--- config.mk ---
export PLATFORM = sky130hd
export DESIGN_NAME = truth_table_prober
export DESIGN_NICKNAME = d
export VERILOG_FILES = /design/src/rtl/truth_table_prober.sv
export SDC_FILE = /design/constraint.sdc
export NUM_CORES = 1
export LEC_CHECK = 0
export ABC_AREA = 1
export ABC_CLOCK_PERIOD_IN_PS = 1600
export BUFFER_PORTS_ARGS = -buffer_cell sky130_fd_sc_hd__buf_2
export CELL_PAD_IN_SITES_DETAIL_PLACEMENT = 1
export CELL_PAD_IN_SITES_GLOBAL_PLACEMENT = 2
export CORE_AREA = 3 3 75 77
export CTS_CLUSTER_DIAMETER = 30
export DETAILED_ROUTE_END_ITERATION = 8
export DIE_AREA = 0 0 78 80
export GPL_TIMING_DRIVEN = 0
export PLACE_DENSITY = 0.87
export SETUP_SLACK_MARGIN = 0.15
export SLEW_MARGIN = 20
export SYNTH_ARGS = -nofsm -noshare
export SYNTH_HDL_FRONTEND = slang
export SYNTH_SLANG_ARGS = --single-unit
--- constraint.sdc ---
create_clock -name clk -period 1.6 [get_ports clk]
set_input_delay 0.24 -clock clk [delete_from_list [all_inputs] [get_ports clk]]
set_output_delay 0.24 -clock clk [all_outputs]
set_load 0.02 [all_outputs]
--- src/rtl/truth_table_prober.sv ---
// Truth-table prober: walks a 3-input gate through vectors 000..111 and reads back its 8-bit code.
// Optional glitch detection (second sample per vector) is enabled by defining TT_GLITCH_CHECK_EN.
module truth_table_prober #(
  parameter int SETTLE_CYCLES = 4
) (
  input  logic       clk,
  input  logic       rst,
  input  logic       start,
  output logic [2:0] probe_in,
  input  logic       dut_out,
  output logic       busy,
  output logic       done,
  output logic [7:0] tt_code,
`ifdef TT_GLITCH_CHECK_EN
  output logic [7:0] unstable_mask,
`endif
  output logic [1:0] o_dbg_state
);

  // Handshake: start is a level sampled only in IDLE; done pulses for one cycle with tt_code valid.
  typedef enum logic [1:0] {S_IDLE = 2'd0, S_SETTLE = 2'd1, S_DONE = 2'd2} state_t;

`ifdef TT_GLITCH_CHECK_EN
  if (SETTLE_CYCLES < 2 || SETTLE_CYCLES > 255) begin : g_bad_settle
    $error("SETTLE_CYCLES must be 2..255 when glitch checking is enabled");
  end
`else
  if (SETTLE_CYCLES < 1 || SETTLE_CYCLES > 255) begin : g_bad_settle
    $error("SETTLE_CYCLES must be 1..255");
  end
`endif

  localparam logic [7:0] CNT_LAST = 8'(SETTLE_CYCLES - 1);

  state_t     r_state;
  state_t     w_next;
  logic [2:0] r_idx;
  logic [7:0] r_cnt;
  logic [7:0] r_shadow;
  logic [7:0] r_tt_code;
  logic       w_last;
  logic [7:0] w_shadow_nxt;

  assign w_last = (r_cnt == CNT_LAST);

  always_comb begin
    w_next   = r_state;
    probe_in = 3'd0;
    busy     = 1'b0;
    done     = 1'b0;
    case (r_state)
      S_IDLE: begin
        if (start) w_next = S_SETTLE;
      end
      S_SETTLE: begin
        busy     = 1'b1;
        probe_in = r_idx;
        if (w_last && r_idx == 3'd7) w_next = S_DONE;
      end
      S_DONE: begin
        done   = 1'b1;
        w_next = S_IDLE;
      end
      default: w_next = S_IDLE;
    endcase
  end

  // Final sample merged in so tt_code can load on the same edge that enters DONE.
  always_comb begin
    w_shadow_nxt = r_shadow;
    w_shadow_nxt[3'd7 - r_idx] = dut_out;
  end

  always_ff @(posedge clk) begin
    if (rst) r_state <= S_IDLE;
    else     r_state <= w_next;
  end

  always_ff @(posedge clk) begin
    if (rst) begin
      r_idx     <= 3'd0;
      r_cnt     <= 8'd0;
      r_shadow  <= 8'd0;
      r_tt_code <= 8'd0;
    end else begin
      case (r_state)
        S_IDLE: begin
          if (start) begin
            r_idx    <= 3'd0;
            r_cnt    <= 8'd0;
            r_shadow <= 8'd0;
          end
        end
        S_SETTLE: begin
          if (w_last) begin
            r_shadow <= w_shadow_nxt;
            r_cnt    <= 8'd0;
            if (r_idx == 3'd7) r_tt_code <= w_shadow_nxt;
            else               r_idx     <= r_idx + 3'd1;
          end else begin
            r_cnt <= r_cnt + 8'd1;
          end
        end
        default: ;
      endcase
    end
  end

`ifdef TT_GLITCH_CHECK_EN
  localparam logic [7:0] CNT_EARLY = 8'(SETTLE_CYCLES - 2);

  logic       r_early;
  logic [7:0] r_umask_sh;
  logic [7:0] r_umask;
  logic [7:0] w_umask_nxt;

  always_comb begin
    w_umask_nxt = r_umask_sh;
    w_umask_nxt[3'd7 - r_idx] = r_early ^ dut_out;
  end

  always_ff @(posedge clk) begin
    if (rst) begin
      r_early    <= 1'b0;
      r_umask_sh <= 8'd0;
      r_umask    <= 8'd0;
    end else if (r_state == S_IDLE && start) begin
      r_umask_sh <= 8'd0;
    end else if (r_state == S_SETTLE) begin
      if (r_cnt == CNT_EARLY) r_early <= dut_out;
      if (w_last) begin
        r_umask_sh <= w_umask_nxt;
        if (r_idx == 3'd7) r_umask <= w_umask_nxt;
      end
    end
  end

  assign unstable_mask = r_umask;
`endif

  assign tt_code     = r_tt_code;
  assign o_dbg_state = r_state;

endmodule
# Word level (Yosys, flattened, before mapping)
# Index checks and enable logic that the tools add are counted.
dict set report word_totals {
  reg_bits 29
  inputBits 4
  word_cells 45
}
dict set report op_classes {
  add_sub_neg 3
  n_lt_le_gt_ge 2
  n_eq_ne 8
  n_mux 18
  n_reduce_logical 9
}
# cell n
set op_table {}
lappend op_table {{$pmux W8 S2} 2}
lappend op_table {{$mux W8} 3}
lappend op_table {{$mux W3} 4}
lappend op_table {{$add A8 B1 Y8 const B} 1}
lappend op_table {{$bwmux W8} 1}
lappend op_table {{$eq A8 B2 Y1 const B} 1}
lappend op_table {{$ne A2 B2 Y1 const B} 4}
lappend op_table {{$pmux W3 S2} 1}
lappend op_table {{$reduce_and A3 Y1} 2}
lappend op_table {{$lt A3 B4 Y1 const B} 1}
lappend op_table {{$mux W2} 2}
lappend op_table {{$pmux W2 S2} 1}
lappend op_table {{$reduce_and A2 Y1} 2}
lappend op_table {{$reduce_and A4 Y1} 1}
lappend op_table {{$add A3 B1 Y3 const B} 1}
lappend op_table {{$demux W1 S3} 1}
lappend op_table {{$eq A3 B3 Y1 const B} 1}
lappend op_table {{$ge A3 B1 Y1 const B} 1}
lappend op_table {{$mux W1} 3}
lappend op_table {{$sub A3 B3 Y3 const A} 1}
lappend op_table {{$eq A2 B1 Y1 const B} 1}
lappend op_table {{$eq A2 B2 Y1 const B} 1}
lappend op_table {{$logic_and A1 B1 Y1} 2}
lappend op_table {{$logic_not A2 Y1} 1}
lappend op_table {{$reduce_bool A2 Y1} 1}

# Logic depth before layout (Yosys ltp)
dict set report depth {
  depth_word 8
  depth_mapped 9
}

# Least setup slack after synthesis
# Ideal clock, no wire load.
dict set report synth_path {
  path_kind {flip-flop to flip-flop}
  from {register r_idx[0]}
  to {register r_idx[0]}
  setup_time_ns 0.064
  arrival_ns 1.284
  t_required_ns 1.536
  setup_slack_ns 0.252
  path_stages_with_launch 8
  path_buffers 0
  period_less_slack_ns 1.348
  path_cell_list {dfxtp_1 -> ha_1 -> ha_1 -> a21oi_1 -> nand3_1 -> nand2_1 -> inv_1 -> nor2_1}
}
dict set report synth_between {
  elab_chain_cells 4
}
# element line
set synth_lines {}
lappend synth_lines {{from (decl)} 37} ;# logic [2:0] r_idx;
lappend synth_lines {{from (signal assigned)} 99} ;# else r_idx <= r_idx + 3'd1;
lappend synth_lines {{$add A3 B1 Y3} 99}
lappend synth_lines {{$mux W3} 98} ;# if (r_idx == 3'd7) r_tt_code <= w_shadow_nxt;
lappend synth_lines {{$mux W3} 95} ;# if (w_last) begin
lappend synth_lines {{$pmux W3 S2} 86} ;# case (r_state)
# Several ways; a longest one is shown, not always the timed one. The select of a mux whose other input is x is not followed.
# A chain may end at the register's enable or synchronous reset.

# Final worst setup path
dict set report layout_path {
  from {register r_state[1] (netlist: o_dbg_state[1])}
  to {output port busy}
}
dict set report layout_between {
  elab_chain_cells 2
}
# element line
set layout_lines {}
lappend layout_lines {{from (decl)} 35} ;# state_t r_state;
lappend layout_lines {{from (signal assigned)} 76} ;# else r_state <= w_next;
lappend layout_lines {{$eq A2 B1 Y1} 51} ;# case (r_state)
lappend layout_lines {{$mux W1} 51}
lappend layout_lines {{to (decl)} 11} ;# output logic busy,
# Every way passes these cells.

==> results.json <==
{
  "cts_tree": "yes",
  "worst_pin_slew_ps": 553.3,
  "cts_buffers": 5,
  "peakVddDrop_v": 0.0004351,
  "fp.coreArea_um2": 5075,
  "drt-initial-drc-count": 36,
  "clk_path_buf_depth": 2,
  "power_mw": 1.637,
  "synthSimpleGateAreaFrac_pct": 40.24,
  "cpPeakStageDelay_ps": 380,
  "min_period_over_period_pct": 87.68,
  "regArea_um2": 599.3,
  "final_nets": 272,
  "r2r_cells": 7,
  "vias_per_cell": 4.590,
  "min_period_ps": 1403,
  "die_height_um": 80,
  "yosysSeqAreaShare_pct": 37.57,
  "report.final.setup_viol": 0,
  "drv_slew": 0,
  "drive_above_1_share_pct": 25.00,
  "grt_pass1_vias": 1452,
  "remaining_drc_errors": 0,
  "yosys_warnings": 0,
  "num_vias": 1533,
  "antenna_found_initial": 0,
  "fmax_mhz": 712.8,
  "cts_sinks": 29,
  "clk_pin_slew_ps": 70,
  "muxShareOfSynthArea_pct": 0,
  "cts_hold_buf": 0,
  "wire_per_inst_um": 12.28,
  "synthXorXnorAreaFrac_pct": 1.700,
  "htreeDepth": 2,
  "die-area_um2": 6240,
  "fillers": 669,
  "min_from": "rst",
  "relSlewSlack_pct": 63.11,
  "layout_common_cells": "nand2_1, nor2_1, inv_1",
  "clk_latency_ps": 280,
  "syn_avg_cell_area_um2": 6.718,
  "final_common_cell": "nand2_1",
  "gp_congestion": 0.7594,
  "hold_path_depth": 2,
  "endpoint_kind": "output port",
  "crit_fanout": 10,
  "routed_wl_um": 4100,
  "synthAdderAreaFrac_pct": 3.239,
  "worstSetupPathType": "reg -> out",
  "busiest_layer": "met2",
  "use_met1_pct": 16.10,
  "port_buffers": 18,
  "initial_utilization_pct": 30.45,
  "tns_ps": 0,
  "grt.total_usage_pct": 13.89,
  "dp_hpwl_um": 2926,
  "rows": 26,
  "hold_violations": 0,
  "whs_ps": 204.9,
  "synth_top_family_by_area": "simple AND/OR/NAND/NOR gates",
  "syn2layout_area_growth_pct": 28.50,
  "dr.pass1.iters": 4,
  "arrival_ps": 1160,
  "p_leak_nw": 0.9175,
  "rsz0062_at_grt": "true",
  "powerDensity_nw_per_um2": 824.5,
  "crit_path_top_delay_cell": "dfxtp_4",
  "die_w_um": 78,
  "syn-num-nets": 238,
  "diodes": 0,
  "pin_count": 19,
  "met3_usage_pct": 3.499,
  "worstPathCellList": "inv_4, nand2_4, clkinv_8, buf_6, buf_4",
  "timing.rr.end": "tt_code[2]$_SDFFE_PP0P_",
  "grt_pass1_wl_um": 6713,
  "multiInputGateArea_um2": 884.6,
  "rrSetupSlack_ps": 240,
  "ctsRootBufferMaster": "clkbuf_8",
  "r2r-start": "r_cnt[0]$_SDFFE_PP0P_",
  "critPathLaunchType": "register",
  "grt_start_max_net_pins": 11,
  "drtAntennaViolNets": 0,
  "syn-cell-area_um2": 1545,
  "status": "finished, final reports clean",
  "grt.overflow.total": 0,
  "min_to": "o_dbg_state[0]$_SDFFE_PP0P_",
  "worstPathRequired_ps": 1360,
  "critPathBufInv": 4,
  "grtUsageMet2_pct": 25.09,
  "synth_cell_types": 22,
  "finClkSkew_ps": 7.979,
  "ys_seq_elements": 29,
  "synth-compound-area-share_pct": 8.097,
  "hold_path.class": "in -> reg",
  "cp_top_family": "buffers and inverters",
  "syn-instance-count": 230,
  "maxCapViolCount": 0
}
power breakdown:
group | switching [mW] | leakage, nW | internal [mW]
clock | 0.278 | 0.0443 | 0.341
sequential | 0.0273 | 0.239 | 0.739
combinational | 0.164 | 0.634 | 0.0877
total | 0.469 | 0.917 | 1.17
worst reg2reg max path, cell delays in order (launching register included):
cell	delay [ps]
dfxtp_4	380
ha_4	150
nand2_2	60
nor2_4	150
nand4_4	170
buf_2	200
nor2_1	100
nor2_1	60
cell usage after synthesis:
cell type | count | area, um^2
nand2_2 | 3 | 18.77
ha_1 | 4 | 50.05
nand4_4 | 1 | 21.27
nand2_1 | 64 | 240.2
dfxtp_1 | 29 | 580.6
or2_1 | 1 | 6.260
xor2_1 | 3 | 26.28
o21ai_0 | 8 | 40.04
inv_2 | 3 | 11.26
a21oi_1 | 17 | 85.08
buf_2 | 1 | 5.000
clkinv_4 | 1 | 8.760
clkbuf_1 | 1 | 3.750
nor2_4 | 2 | 22.52
inv_1 | 25 | 93.84
nor3_1 | 1 | 5.000
buf_4 | 1 | 7.510
buf_6 | 1 | 11.26
nand3_1 | 22 | 110.1
nand4_1 | 4 | 25.02
nand2_4 | 4 | 45.04
nor2_1 | 34 | 127.6
registers in the layout, summed over array words and instances, names as in the netlist:
signal,flops
r_cnt,8
r_shadow,8
tt_code,8
r_idx,3
o_dbg_state,2
routing by layer:
layer	share of wire, %	up-vias	wire length [um]
met5	0	-	0
met4	0.49	0	20
met3	2.8	2	114
met2	51	12	2075
met1	46	725	1889
li1	-	794	-
cells by family after synthesis:
family | after synthesis
AND/OR/NAND/NOR | 136
flip-flops | 29
adder cells (fa/ha/maj) | 4
AO/OA/AOI/OAI | 25
buffers and inverters | 33
XOR/XNOR | 3
metrics by stage:
stage | area, um^2 | cells | util (%) | setup slack [ps]
finish | 1986 | 334 | 39.13 | 197.1
global route | 1986 | 334 | 39.13 | 128.7
CTS | 1854 | 326 | 36.54 | 146.4
detailed placement | 1723 | 318 | 33.95 | 47.33
global placement | 1723 | 318 | 33.95 | 65.42
floorplan | 1545 | 230 | - | 251.8
final cells by class:
| class | instances | area share (%) |
|---|---|---|
| Buffer | 4 | 1.575 |
| Clock buffer | 7 | 4.348 |
| Inverter | 29 | 6.238 |
| Multi-Input combinational cell | 168 | 44.55 |
| Sequential cell | 29 | 30.18 |
| Tap cell | 70 | 4.411 |
| Timing Repair Buffer | 27 | 8.696 |
worst max-delay path by stage:
stage,from,end,slack [ps],depth (start not counted)
finish,o_dbg_state[1]$_SDFFE_PP0P_,busy,200,5
global route,o_dbg_state[0]$_SDFFE_PP0P_,r_cnt[3]$_SDFFE_PP0P_,130,7
CTS,o_dbg_state[1]$_SDFFE_PP0P_,busy,150,5
detailed placement,r_idx[0]$_SDFFE_PP0P_,r_idx[2]$_SDFFE_PP0P_,50,7
global placement,r_idx[0]$_SDFFE_PP0P_,r_idx[1]$_SDFFE_PP0P_,70,7
floorplan,r_idx[0]$_SDFFE_PP0P_,r_idx[0]$_SDFFE_PP0P_,250,7
repair_timing:
item | CTS | global route
setup endpoints to repair | 24 | 29
cloned | 0 | 1
setup buffers | 1 | 7
resized for setup | 15 | 19
pin swaps | 2 | 5
No activity file was read; power rests on OpenSTA's default activity.
